### src/rtl/cal_pkg.sv
// rtl/cal_pkg.sv - shared field codes, reset values and month-length helper for the calendar core
package cal_pkg;

    localparam logic [2:0] FLD_SEC  = 3'd0;
    localparam logic [2:0] FLD_MIN  = 3'd1;
    localparam logic [2:0] FLD_HOUR = 3'd2;
    localparam logic [2:0] FLD_DAY  = 3'd3;
    localparam logic [2:0] FLD_MON  = 3'd4;
    localparam logic [2:0] FLD_YEAR = 3'd5;
    localparam logic [2:0] FLD_WDAY = 3'd6;

    localparam logic [7:0] RST_YEAR  = 8'd0;
    localparam logic [7:0] RST_MONTH = 8'd1;
    localparam logic [7:0] RST_DAY   = 8'd1;
    localparam logic [7:0] RST_HOUR  = 8'd0;
    localparam logic [7:0] RST_MIN   = 8'd0;
    localparam logic [7:0] RST_SEC   = 8'd0;

    // Year is an offset from 2000, so every multiple of four in range is a leap year.
    function automatic logic [7:0] days_in_month(input logic [7:0] month, input logic [7:0] year);
        logic [7:0] dim;
        case (month)
            8'd2:                      dim = (year[1:0] == 2'b00) ? 8'd29 : 8'd28;
            8'd4, 8'd6, 8'd9, 8'd11:   dim = 8'd30;
            default:                   dim = 8'd31;
        endcase
        return dim;
    endfunction

endpackage

### src/rtl/alarm_channel.sv
// rtl/alarm_channel.sv - one alarm slot: stored hh:mm/enable and sticky hit flag
module alarm_channel (
    input  logic       clk,
    input  logic       rst,
    input  logic       wr_i,
    input  logic [4:0] wr_hour_i,
    input  logic [5:0] wr_min_i,
    input  logic       wr_en_i,
    input  logic       ack_i,
    input  logic       match_en_i,
    input  logic [7:0] nxt_hour_i,
    input  logic [7:0] nxt_min_i,
    input  logic [7:0] nxt_sec_i,
    output logic       hit_o
);

    logic [4:0] hour_q;
    logic [5:0] min_q;
    logic       en_q;
    logic       hit_q, hit_d;
    logic       match;

    // Matching on next-state time makes the flag rise together with the hh:mm:00 display.
    assign match = en_q && match_en_i && (nxt_sec_i == 8'd0) &&
                   (nxt_hour_i == {3'b000, hour_q}) && (nxt_min_i == {2'b00, min_q});

    always_comb begin
        hit_d = hit_q;
        if (match) begin
            hit_d = 1'b1;
        end else if (ack_i || wr_i) begin
            hit_d = 1'b0;
        end
    end

    always_ff @(posedge clk) begin
        if (rst) begin
            hour_q <= 5'd0;
            min_q  <= 6'd0;
            en_q   <= 1'b0;
            hit_q  <= 1'b0;
        end else begin
            if (wr_i) begin
                hour_q <= wr_hour_i;
                min_q  <= wr_min_i;
                en_q   <= wr_en_i;
            end
            hit_q <= hit_d;
        end
    end

    assign hit_o = hit_q;

endmodule

### src/rtl/calendar_alarm_core.sv
// rtl/calendar_alarm_core.sv - 1 Hz calendar/clock with field load port and alarm channels
module calendar_alarm_core
    import cal_pkg::*;
#(
    parameter int NUM_ALARMS  = 2,
    parameter int YEAR_MAX    = 99,
    parameter int RST_WEEKDAY = 6
) (
    input  logic                  clk,
    input  logic                  rst,
    input  logic                  tick,
    input  logic                  mode_12h,
    input  logic                  load_en,
    input  logic [2:0]            load_field,
    input  logic [7:0]            load_value,
    output logic                  load_err,
    input  logic                  alarm_wr,
    input  logic [2:0]            alarm_sel,
    input  logic [4:0]            alarm_hour,
    input  logic [5:0]            alarm_min,
    input  logic                  alarm_en_in,
    input  logic [NUM_ALARMS-1:0] alarm_ack,
    output logic [7:0]            year,
    output logic [7:0]            month,
    output logic [7:0]            day,
    output logic [7:0]            hour,
    output logic [7:0]            minute,
    output logic [7:0]            second,
    output logic [7:0]            disp_hour,
    output logic                  pm,
    output logic [2:0]            weekday,
    output logic [NUM_ALARMS-1:0] alarm_hit
);

    localparam logic [7:0] YEAR_MAX_L = 8'(YEAR_MAX);
    localparam logic [2:0] RST_WDAY_L = 3'(RST_WEEKDAY);

    logic [7:0] sec_q, sec_d, min_q, min_d, hour_q, hour_d;
    logic [7:0] day_q, day_d, month_q, month_d, year_q, year_d;
    logic [2:0] wday_q, wday_d;
    logic       err_q, err_d;
    logic       ld_err, tick_adv;
    logic [7:0] dim_cur, dim_mon, dim_yr;
    logic       alarm_range_ok, alarm_sel_ok;

    assign dim_cur = days_in_month(month_q, year_q);
    assign dim_mon = days_in_month(load_value, year_q);
    assign dim_yr  = days_in_month(month_q, load_value);

    assign alarm_range_ok = (alarm_hour <= 5'd23) && (alarm_min <= 6'd59);
    assign alarm_sel_ok   = (32'(alarm_sel) < NUM_ALARMS);

    always_comb begin
        sec_d    = sec_q;
        min_d    = min_q;
        hour_d   = hour_q;
        day_d    = day_q;
        month_d  = month_q;
        year_d   = year_q;
        wday_d   = wday_q;
        ld_err   = 1'b0;
        tick_adv = 1'b0;
        if (load_en) begin
            // A load in a tick cycle swallows that tick entirely.
            case (load_field)
                FLD_SEC:  if (load_value <= 8'd59) sec_d  = load_value; else ld_err = 1'b1;
                FLD_MIN:  if (load_value <= 8'd59) min_d  = load_value; else ld_err = 1'b1;
                FLD_HOUR: if (load_value <= 8'd23) hour_d = load_value; else ld_err = 1'b1;
                FLD_DAY: begin
                    if (load_value >= 8'd1 && load_value <= dim_cur) day_d = load_value;
                    else ld_err = 1'b1;
                end
                FLD_MON: begin
                    if (load_value >= 8'd1 && load_value <= 8'd12) begin
                        month_d = load_value;
                        if (day_q > dim_mon) day_d = dim_mon;
                    end else begin
                        ld_err = 1'b1;
                    end
                end
                FLD_YEAR: begin
                    if (load_value <= YEAR_MAX_L) begin
                        year_d = load_value;
                        if (day_q > dim_yr) day_d = dim_yr;
                    end else begin
                        ld_err = 1'b1;
                    end
                end
                FLD_WDAY: if (load_value <= 8'd6) wday_d = load_value[2:0]; else ld_err = 1'b1;
                default:  ld_err = 1'b1;
            endcase
        end else if (tick) begin
            tick_adv = 1'b1;
            if (sec_q == 8'd59) begin
                sec_d = 8'd0;
                if (min_q == 8'd59) begin
                    min_d = 8'd0;
                    if (hour_q == 8'd23) begin
                        hour_d = 8'd0;
                        wday_d = (wday_q == 3'd6) ? 3'd0 : wday_q + 3'd1;
                        if (day_q == dim_cur) begin
                            day_d = 8'd1;
                            if (month_q == 8'd12) begin
                                month_d = 8'd1;
                                year_d  = (year_q == YEAR_MAX_L) ? 8'd0 : year_q + 8'd1;
                            end else begin
                                month_d = month_q + 8'd1;
                            end
                        end else begin
                            day_d = day_q + 8'd1;
                        end
                    end else begin
                        hour_d = hour_q + 8'd1;
                    end
                end else begin
                    min_d = min_q + 8'd1;
                end
            end else begin
                sec_d = sec_q + 8'd1;
            end
        end
        err_d = ld_err | (alarm_wr & alarm_sel_ok & ~alarm_range_ok);
    end

    always_ff @(posedge clk) begin
        if (rst) begin
            sec_q   <= RST_SEC;
            min_q   <= RST_MIN;
            hour_q  <= RST_HOUR;
            day_q   <= RST_DAY;
            month_q <= RST_MONTH;
            year_q  <= RST_YEAR;
            wday_q  <= RST_WDAY_L;
            err_q   <= 1'b0;
        end else begin
            sec_q   <= sec_d;
            min_q   <= min_d;
            hour_q  <= hour_d;
            day_q   <= day_d;
            month_q <= month_d;
            year_q  <= year_d;
            wday_q  <= wday_d;
            err_q   <= err_d;
        end
    end

    for (genvar g = 0; g < NUM_ALARMS; g++) begin : g_alarm
        alarm_channel u_alarm_channel (
            .clk        (clk),
            .rst        (rst),
            .wr_i       (alarm_wr && (alarm_sel == 3'(g)) && alarm_range_ok),
            .wr_hour_i  (alarm_hour),
            .wr_min_i   (alarm_min),
            .wr_en_i    (alarm_en_in),
            .ack_i      (alarm_ack[g]),
            .match_en_i (tick_adv),
            .nxt_hour_i (hour_d),
            .nxt_min_i  (min_d),
            .nxt_sec_i  (sec_d),
            .hit_o      (alarm_hit[g])
        );
    end

    always_comb begin
        disp_hour = hour_q;
        if (mode_12h) begin
            if (hour_q == 8'd0) begin
                disp_hour = 8'd12;
            end else if (hour_q > 8'd12) begin
                disp_hour = hour_q - 8'd12;
            end
        end
    end

    assign pm       = (hour_q >= 8'd12);
    assign year     = year_q;
    assign month    = month_q;
    assign day      = day_q;
    assign hour     = hour_q;
    assign minute   = min_q;
    assign second   = sec_q;
    assign weekday  = wday_q;
    assign load_err = err_q;

endmodule

### config.mk
export PLATFORM = sky130hd
export DESIGN_NAME = calendar_alarm_core
export DESIGN_NICKNAME = d
export VERILOG_FILES = /design/src/rtl/cal_pkg.sv /design/src/rtl/alarm_channel.sv /design/src/rtl/calendar_alarm_core.sv
export SDC_FILE = /design/constraint.sdc
export NUM_CORES = 1
export LEC_CHECK = 0
export CORE_MARGIN = 1.5
export CORE_UTILIZATION = 54
export DETAILED_ROUTE_END_ITERATION = 8
export PLACE_DENSITY = 0.82
export SLEW_MARGIN = 20
export SYNTH_ARGS = -nofsm -noshare
export SYNTH_HDL_FRONTEND = slang
export SYNTH_SLANG_ARGS = --single-unit
### constraint.sdc
create_clock -name clk -period 3 [get_ports clk]
set_input_delay 0.45 -clock clk [delete_from_list [all_inputs] [get_ports clk]]
set_output_delay 0.45 -clock clk [all_outputs]
set_load 0.02 [all_outputs]
# Word level (Yosys, flattened, before mapping)
# Index checks and enable logic that the tools add are counted.
word_totals:
  reg_bits: 78
  inputBits: 34
  output_inout_bits: 63
  wordCells: 199
classes:
  add_sub_neg: 8
  n_lt_le_gt_ge: 14
  n_eq_ne: 40
  muxes: 79
  bitwise: 4
  reduce_logical: 38
op_table:
  columns: ["operator", "count"]
  rows:
  - ["$mux W8", 51]
  - ["$add A8 B1 Y8 const B", 6]
  - ["$eq A8 B4 Y1 const B", 5]
  - ["$eq A8 B3 Y1 const B", 4]
  - ["$mux W3", 8]
  - ["$pmux W8 S3", 1]
  - ["$eq A8 B2 Y1 const B", 2]
  - ["$eq A8 B5 Y1", 2]
  - ["$eq A8 B6 Y1", 2]
  - ["$eq A8 B6 Y1 const B", 2]
  - ["$gt A8 B8 Y1", 2]
  - ["$logic_not A8 Y1", 2]
  - ["$reduce_bool A2 Y1", 8]
  - ["$logic_and A1 B1 Y1", 15]
  - ["$mux W1", 15]
  - ["$ne A3 B3 Y1 const B", 5]
  - ["$eq A3 B3 Y1 const B", 4]
  - ["$ne A2 B1 Y1 const B", 6]
  - ["$pmux W2 S2", 3]
  - ["$reduce_and A10 Y1", 1]
  - ["$eq A8 B5 Y1 const B", 1]
  - ["$eq A8 B7 Y1 const B", 1]
  - ["$eq A8 B8 Y1", 1]
  - ["$ge A8 B1 Y1 const B", 1]
  - ["other kinds (28)", 35]

# Longest topological paths before layout
# Gate-level depths: netlist (run 1).
logic_depth:
  depth_word: 10
  mapped_depth: 16
  mapped_depth_nobuf: 15

# Modules after synthesis
# From an unflattened synthesis (run 1), not the netlist that was laid out.
unflattened:
  cells_unflattened: 730
  area_unflattened_um2: 5784.3
modules_own_cells:
  columns: ["mod", "n_inst", "cells_each", "area_per_inst_um2", "seq_area_each_um2"]
  rows:
  - ["calendar_alarm_core", 1, 608, 4540.6, 1041.0]
  - ["alarm_channel", 2, 61, 621.8, 260.2]

# Worst setup path after synthesis (run 1)
# OpenSTA, ideal clock, no wires.
synth_timing:
  path_kind: "reg-to-reg"
  from: "register month_q[1], in the netlist month[1]"
  to: "register day_q[1], in the netlist day[1]"
  setup_time_ns: 0.078
  arrival_ns: 2.731
  required_ns: 2.922
  slack_ns: 0.191
  stages_incl_launch_ff: 15
  n_path_buf: 1
  synth_period_minus_slack_ns: 2.809
  cell_sequence: "dfxtp_1 > ha_1 > or3b_2 > nor2_1 > o21ai_0 > ha_1 > nand2_1 > nand3_1 > o22ai_1 > a22o_1 > a21o_1 > and2_1 > buf_2 > o221a_2 > nor3_1"
synth_between:
  elab_chain_len: 10
  elab_cells_between_ends: 24
  cone_classes: "2 x order compare; 8 x eq/ne; 11 x mux; 3 x reduce/logical"
synth_rtl:
  columns: ["element", "line_no", "source"]
  rows:
  - ["start, declared", "calendar_alarm_core.sv:39", "logic [7:0] day_q, day_d, month_q, month_d, year_q, year_d;"]
  - ["start signal, assigned", "calendar_alarm_core.sv:140", "month_q <= month_d;"]
  - ["branches (longest 10 deep; another with $le A8 B8 Y1)", null, null]
  - ["end signal, assigned", "calendar_alarm_core.sv:139", "day_q <= day_d;"]
  - ["end, declared", "calendar_alarm_core.sv:39", null]
# Parallel ways; which one is timed is not known. The select of a mux whose other input is x is not followed.
# A chain may end at the register's enable or synchronous reset.

# Worst setup path in the final report (run 1)
layout_timing:
  from: "register hour_q[1], in the netlist hour[1]"
  to: "output disp_hour[6]"
layout_between:
  elab_chain_len: 4
  elab_cells_between_ends: 6
  cone_classes: "1 x add/sub; 1 x order compare; 3 x mux; 1 x reduce/logical"
layout_rtl:
  columns: ["element", "line_no", "source"]
  rows:
  - ["start, declared", "calendar_alarm_core.sv:38", "logic [7:0] sec_q, sec_d, min_q, min_d, hour_q, hour_d;"]
  - ["start signal, assigned", "calendar_alarm_core.sv:138", "hour_q <= hour_d;"]
  - ["$sub A8 B4 Y8 / $gt A8 B4 Y1 (equally long branches)", "calendar_alarm_core.sv:170, calendar_alarm_core.sv:169", null]
  - ["$mux W8", "calendar_alarm_core.sv:169", "end else if (hour_q > 8'd12) begin"]
  - ["$mux W8 *", "calendar_alarm_core.sv:167", "if (hour_q == 8'd0) begin"]
  - ["$mux W8 *", "calendar_alarm_core.sv:166", "if (mode_12h) begin"]
  - ["end, declared", "calendar_alarm_core.sv:29", "output logic [7:0] disp_hour,"]
# Every way passes the cells marked *; elsewhere a longest branch is shown, timed or not.

==> results of run 1 <==
-- area by class of cell --
| class | count | share of cell area, % |
|---|---|---|
| Sequential cell | 78 | 21.2 |
| Multi-Input combinational cell | 554 | 49.4 |
| Tap cell | 133 | 2.26 |
| Timing Repair Buffer | 194 | 23.1 |
| Clock buffer | 9 | 1.68 |
| Clock inverter | 7 | 1.09 |
| Inverter | 25 | 1.27 |
-- worst max-delay path: cells and delay by family, from the launching register on --
family | cells | cell delay, ps
buf+inv | 3 | 630
compound gates | 1 | 210
simple gates | 2 | 400
xor+xnor | 1 | 180
fa+ha+maj | 1 | 230
flops | 1 | 430
-- synth_stat cells, types with 7 or more instances --
cell type / count / share of area [%]
nor2_1: 87 / 6.0
dfxtp_1: 78 / 29
nand2_1: 56 / 3.9
o21ai_0: 48 / 4.4
a21oi_1: 37 / 3.4
mux2i_1: 33 / 6.1
clkbuf_1: 29 / 2.0
inv_1: 24 / 1.7
nand3_1: 22 / 2.0
ha_1: 20 / 4.6
xnor2_1: 19 / 3.1
and3_1: 18 / 2.1
nand4_1: 18 / 2.1
nor3_1: 16 / 1.5
a31oi_1: 11 / 1.3
nor4_1: 11 / 1.3
xor2_1: 11 / 1.8
nor2b_1: 10 / 1.1
and2_1: 9 / 1.0
o31ai_1: 9 / 1.2
a311oi_1: 7 / 1.1
o22ai_1: 7 / 0.80
-- power groups by stage --
stage	Clock (mW)	Combinational [mW]	Sequential, mW
3_3_place_gp	0	0.453	1.11
5_1_grt	0.896	0.508	1.09
3_5_place_dp	0	0.465	1.11
4_1_cts	0.853	0.468	1.09
6_report	0.846	0.476	1.09
2_1_floorplan	0	0.223	1.13
-- through the flow --
step                area (µm²)  setup WS, ps  hold slack [ps]  power (mW)  util [%]
finish                    7370           114              504        2.41      75.4
global route              7370         -60.2              536        2.50      75.4
CTS                       7300          11.0              506        2.41      74.7
detailed placement        7090          -126              494        1.58      72.5
global placement          7080         -40.7              460        1.56      72.4
floorplan                 5460           191              437        1.35         -
-- repair_timing --
item / in CTS / in global routing
endpoints found under the setup margin: 5 / 9
pin swaps: 0 / 7
setup buffers: 0 / 3
resized for setup: 5 / 16
-- final timing paths --
path / start / endpoint / slack (ps) / cells past startpoint
hold / removal: g_alarm[0].u_alarm_channel.hit_o$_SDFFE_PP0P_ / g_alarm[0].u_alarm_channel.hit_o$_SDFFE_PP0P_ / 500 / 2
hold reg to reg: g_alarm[0].u_alarm_channel.hit_o$_SDFFE_PP0P_ / g_alarm[0].u_alarm_channel.hit_o$_SDFFE_PP0P_ / 500 / 2
setup / recovery: hour[1]$_SDFF_PP0_ / disp_hour[6] / 110 / 8
setup reg to reg: month[0]$_SDFFE_PP1P_ / day[6]$_SDFFE_PP0P_ / 180 / 15
-- cell families (layout without fill, tap and decap cells) --
group / Yosys count / count (layout)
buffers and inverters: 68 / 235
AOI/OAI and AO/OA: 181 / 181
muxes: 35 / 35
adders and majority gates: 20 / 20
xor gates and xnor gates: 30 / 30
DFF: 78 / 78
and+or+nand+nor: 288 / 288
-- metal layers --
layer | GRT usage (%) | up-vias | routed length, µm
met1 | 41.8 | 2947 | 7730
met2 | 59.8 | 224 | 9120
met5 | 0 | - | 0
met3 | 5.54 | 46 | 953
met4 | 11.6 | 0 | 505
li1 | - | 2898 | -
-- state kept, by name (all words and copies together), names as in the netlist --
name	count
day	8
second	8
g_alarm.u_alarm_channel.en_q	2
load_err	1
hour	8
minute	8
g_alarm.u_alarm_channel.hour_q	10
g_alarm.u_alarm_channel.hit_o	2
g_alarm.u_alarm_channel.min_q	12
weekday	3
year	8
month	8
==> flow_metrics.tcl, run 1 <==
set metrics [dict create \
    clock_sinks 78 \
    wire_per_inst_um 18.3 \
    dp_cells 981 \
    syn_nets 754 \
    grt_pass1_vias 5951 \
    worstSetupStartpointType "flip-flop" \
    ys.warnings.count 0 \
    ys_ff_latch 78 \
    finalWirelength_um 18300 \
    clockBufferDepth 2 \
    grt_overflow 0 \
    hold_violations 0 \
    seq_area_frac_synth_pct 28.6 \
    nNetsFinal 916 \
    synth_compound_area_share_pct 22.1 \
    multiInputGateArea_mm2 0.00364 \
    max_freq_mhz 346 \
    h-tree-depth 3 \
    instances_no_fill 1000 \
    avgViaCountPerCell 6.12 \
    die_y_um 104 \
    seqCellArea_mm2 0.00157 \
    dieWidth_um 104 \
    antenna_found_initial 0 \
    worstPathCellList "inv_1 > ha_1 > o21ai_0 > nand2_1 > buf_4 > nor4_1 > xnor2_1 > dlygate4sd2_1" \
    fin_skew_ps 12.0 \
    cp_slowest_cell "dfxtp_1" \
    synth_top_family_by_area "simple AND/OR/NAND/NOR gates" \
    clkPwrFrac_pct 35.1 \
    dr.pass1.iters 5 \
    fill_cells 778 \
    ios 97 \
    synth_mux_area_share_pct 6.47 \
    p_int_mw 1.67 \
    pwr_density_cell_mw_per_mm2 327 \
    gp_congestion 0.950 \
    place_hpwl_um 14200 \
    final_cell_mix "97 x buf_4, 91 x clkdlybuf4s50_1, 87 x nor2_1" \
    first_iter_violations 469 \
    diodes 0 \
    p_sw_share_pct 30.7 \
    synth_cells 700 \
    coreArea_mm2 0.00977 \
    drc 0 \
    synthAdderAreaFrac_pct 4.59 \
    status "finished clean" \
    peakVddDrop_mv 0.348 \
    initial_core_util_pct 55.8 \
    async_reset_ff_share_pct 0 \
    ys_types 81 \
    io_buffers 96 \
    clock_latency_ps 370 \
    clkTransAtPathRegs_ps 90 \
    p_seq_share_pct 45.2 \
    maxCapViolCount 0 \
    tightest_slew_ps 745 \
    critPathKind "reg2out" \
    avgSynthCellArea_um2 7.79 \
    layout_commonest_cell "buf_4" \
    ctsHoldBuffers 0 \
    crit_required_ps 2550 \
    power_leakage_nw 3.08 \
    die-area_mm2 0.0107 \
    hp-class "reg2reg" \
    grt_max_degree 74 \
    cts_tree "built" \
    grt_pass1_wl_um 29600 \
    layout-drive-gt1-share_pct 18.0 \
    clock-root-buffer "clkbuf_8" \
    crit_path_end_kind "output port" \
    worstPathArrival_ps 2440 \
    tns_ps 0 \
    track_usage_pct 33.9 \
    crit_fanout 5 \
    vias 6115 \
    critPathMaxStageDelay_ps 430 \
    relSlewSlack_pct 49.8 \
    area_growth_syn_to_layout_pct 35.1 \
    drv_slew 0 \
    synth_xor_area_share_pct 4.82 \
    finalCritPeriodShare_pct 96.2 \
    dominantRegCellSynth "dfxtp_1" \
    setup_violations 0 \
    rows 36 \
    synth_edf_count 0 \
    combPwrFrac_pct 19.7 \
    power.switching_mw 0.740 \
    period_needed_ps 2890 \
    synth_simple_gate_area_share_pct 27.6 \
    cts_buffers 9 \
    drtAntennaViolNets 0 \
    syn_area_mm2 0.00546 \
]
(Power assumes the default switching activity.)
==> run 2: changes to the inputs <==
--- a/config.mk
+++ b/config.mk
@@ -5,8 +5,9 @@
 export SDC_FILE = /design/constraint.sdc
 export NUM_CORES = 1
 export LEC_CHECK = 0
+export ABC_AREA = 1
 export CORE_MARGIN = 1.5
-export CORE_UTILIZATION = 54
+export CORE_UTILIZATION = 55
 export DETAILED_ROUTE_END_ITERATION = 8
 export PLACE_DENSITY = 0.82
 export SLEW_MARGIN = 20
==> run 2 against run 1 <==
Clock-buffer cell count did not move. Fmax is 1.8% higher. Worst hold slack worse by 30 ps. Synthesized area grew 8.3%. Synthesized cell count increased by 36%. Utilization is 4.8 points lower. Via count rose by 9.6%. Register-to-register slack gained 100 ps. Cell count is 20% higher. Wire length shrank 3.1%. Setup slack improved by 51 ps.
==> flow_metrics.tcl, run 2 <==
set metrics [dict create \
    utilization_pct 70.6 \
    p_int_mw 1.71 \
    crit_required_ps 2550 \
    use_met1_pct 42.2 \
    dominantRegCellSynth "dfxtp_1" \
    ctsHoldBuffers 0 \
    async_reset_ff_share_pct 0 \
    seq_area_frac_synth_pct 26.4 \
    grt_busiest_layer "met2" \
    io_buffers 96 \
    largest_reg_flops 12 \
    grt_max_degree 36 \
    drc 0 \
    avgViaCountPerCell 5.59 \
    grt_pass1_vias 6011 \
    rr_worst_depth 18 \
    dr.pass1.iters 6 \
    power.switching_mw 0.881 \
    tightest_slew_ps 676 \
    crit_path_end_kind "output port" \
    seqCellArea_mm2 0.00156 \
    tns_ps 0 \
    diodes 0 \
    pre_cts_ws_ps 29.1 \
    finalCritPeriodShare_pct 94.5 \
    layout_commonest_cell "nand2_1" \
    vias 6704 \
    critPathKind "reg2out" \
    place_area_mm2 0.00709 \
    status "finished clean" \
    track_usage_pct 31.6 \
    synth_edf_count 0 \
    synth_cells 953 \
    finish.instance_area_mm2 0.00732 \
    ys_types 48 \
    fill_cells 911 \
    peakVddDrop_mv 0.277 \
    nNetsFinal 1113 \
    power_leakage_nw 3.18 \
    cts_buffers 9 \
    synth_area_leaders "dfxtp_1 26%, nand2_1 13%, nand3_1 7.9%, inv_1 7.3%, o21ai_0 6.9%" \
    ys_ff_latch 78 \
    coreArea_mm2 0.0104 \
    reg_top3 "g_alarm.u_alarm_channel.min_q: 12 flops, g_alarm.u_alarm_channel.hour_q: 10 flops" \
    wire_per_inst_um 14.8 \
    hold-path-cell-count 2 \
    period_needed_ps 2840 \
    use_met2_pct 51.5 \
    rsz0062_at_grt "false" \
    initial_core_util_pct 57.0 \
    hp-class "reg2reg" \
    worstPathCellList "inv_1 > ha_1 > inv_1 > nor2_1 > inv_1 > nand2_1 > nor2_2 > nand2_1 > o211ai_1 > clkdlybuf4s50_1" \
    pwr_density_cell_mw_per_mm2 354 \
    dieWidth_um 107 \
    cp_slowest_cell "clkdlybuf4s50_1" \
    grt_pass1_wl_um 28700 \
    final_cell_mix "210 x nand2_1, 115 x inv_1, 104 x nor2_1" \
    total_power_mw 2.59 \
    clkTransAtPathRegs_ps 100 \
    avgSynthCellArea_um2 6.20 \
    p_sw_share_pct 34.0 \
    cp.depth 10 \
    ys.warnings.count 0 \
    syn_area_mm2 0.00591 \
    area_growth_syn_to_layout_pct 23.9 \
    drv_slew 0 \
    max_freq_mhz 353 \
    instances_no_fill 1200 \
    die_y_um 107 \
    h-tree-depth 3 \
    cp_top_family "buffers and inverters" \
    crit_fanout 6 \
    relSlewSlack_pct 54.9 \
    cp.buffers_inverters 4 \
    dp_cells 1184 \
    yosys-top-cells-count "211 x nand2_1, 115 x inv_1, 105 x nor2_1" \
    clock_sinks 78 \
    place_hpwl_um 13800 \
    maxCapViolCount 0 \
    fin_skew_ps 17.8 \
    cp_common_cell "inv_1" \
    setup_violations 0 \
    layout-drive-gt1-share_pct 10.4 \
    ios 97 \
    syn_nets 1007 \
    clock-root-buffer "clkbuf_8" \
    worstSetupStartpointType "flip-flop" \
    fin_ws_ps 165 \
    critPathMaxStageDelay_ps 630 \
    first_iter_violations 479 \
    met3_usage_pct 4.80 \
    die-area_mm2 0.0114 \
    cts_tree "built" \
    rows 37 \
    gp_congestion 0.948 \
    worstPathArrival_ps 2390 \
    synth_top_cell_by_area "dfxtp_1" \
    hold_violations 0 \
    drtAntennaViolNets 0 \
    p_seq_share_pct 43.0 \
    clockBufferDepth 2 \
    antenna_found_initial 0 \
    synth_most_common_cell "nand2_1" \
    postCtsSetupBuffers 0 \
    clock_latency_ps 380 \
    fin_hold_ws_ps 474 \
    multiInputGateArea_mm2 0.00372 \
    clkPwrFrac_pct 33.9 \
    grt_overflow 0 \
    top_register "g_alarm.u_alarm_channel.min_q" \
    combPwrFrac_pct 23.2 \
    synth_top_area_share_pct 26.4 \
    finalWirelength_um 17700 \
]
-- run 2: cells by family (layout without fill, tap and decap cells) --
logic type      count (synthesis)  in the layout  synth area share, %
compound gates                192            192                 17.9
xor+xnor                       18             18                 2.67
fa+ha+maj                      20             20                 4.23
buf+inv                       159            270                 10.9
flops                          78             78                 26.4
simple gates                  486            486                 37.9
-- run 2: power groups by stage --
stage	Clock [mW]	Sequential, mW	Combinational, mW
floorplan	0	1.16	0.320
global placement	0	1.14	0.582
detailed placement	0	1.14	0.588
CTS	0.877	1.11	0.591
global route	0.915	1.12	0.661
finish	0.878	1.12	0.601
-- run 2: area by class of cell --
cell class / instances / share of cell area [%]
Inverter: 131 / 6.71
Tap cell: 136 / 2.32
Multi-Input combinational cell: 716 / 50.8
Timing Repair Buffer: 123 / 15.9
Sequential cell: 78 / 21.4
Clock inverter: 7 / 1.20
Clock buffer: 9 / 1.69
-- run 2: worst min-delay path, stage by stage, from the launching register on --
cell	delay [ps]
dfxtp_1	320
inv_1	60
a21oi_1	50
-- run 2: what timing repair did --
item	4_1_cts	5_1_grt
gates cloned	0	0
pin swaps	0	0
resized for setup	1	7
endpoints found under the setup margin	3	11
-- run 2: final timing paths --
check	start	to	slack, ps
hold reg to reg	g_alarm[0].u_alarm_channel.min_q[5]$_SDFFE_PP0P_	g_alarm[0].u_alarm_channel.min_q[5]$_SDFFE_PP0P_	470
setup / recovery	hour[1]$_SDFF_PP0_	disp_hour[3]	160
setup reg to reg	month[0]$_SDFFE_PP1P_	day[3]$_SDFFE_PP0P_	280
hold / removal	g_alarm[0].u_alarm_channel.min_q[5]$_SDFFE_PP0P_	g_alarm[0].u_alarm_channel.min_q[5]$_SDFFE_PP0P_	470
-- run 2: routing by layer --
layer  routed length, µm  part of all wire, %
met4                 489                  2.8
met3                1240                  7.0
met5                   0                    0
met2                8070                   46
met1                7930                   45
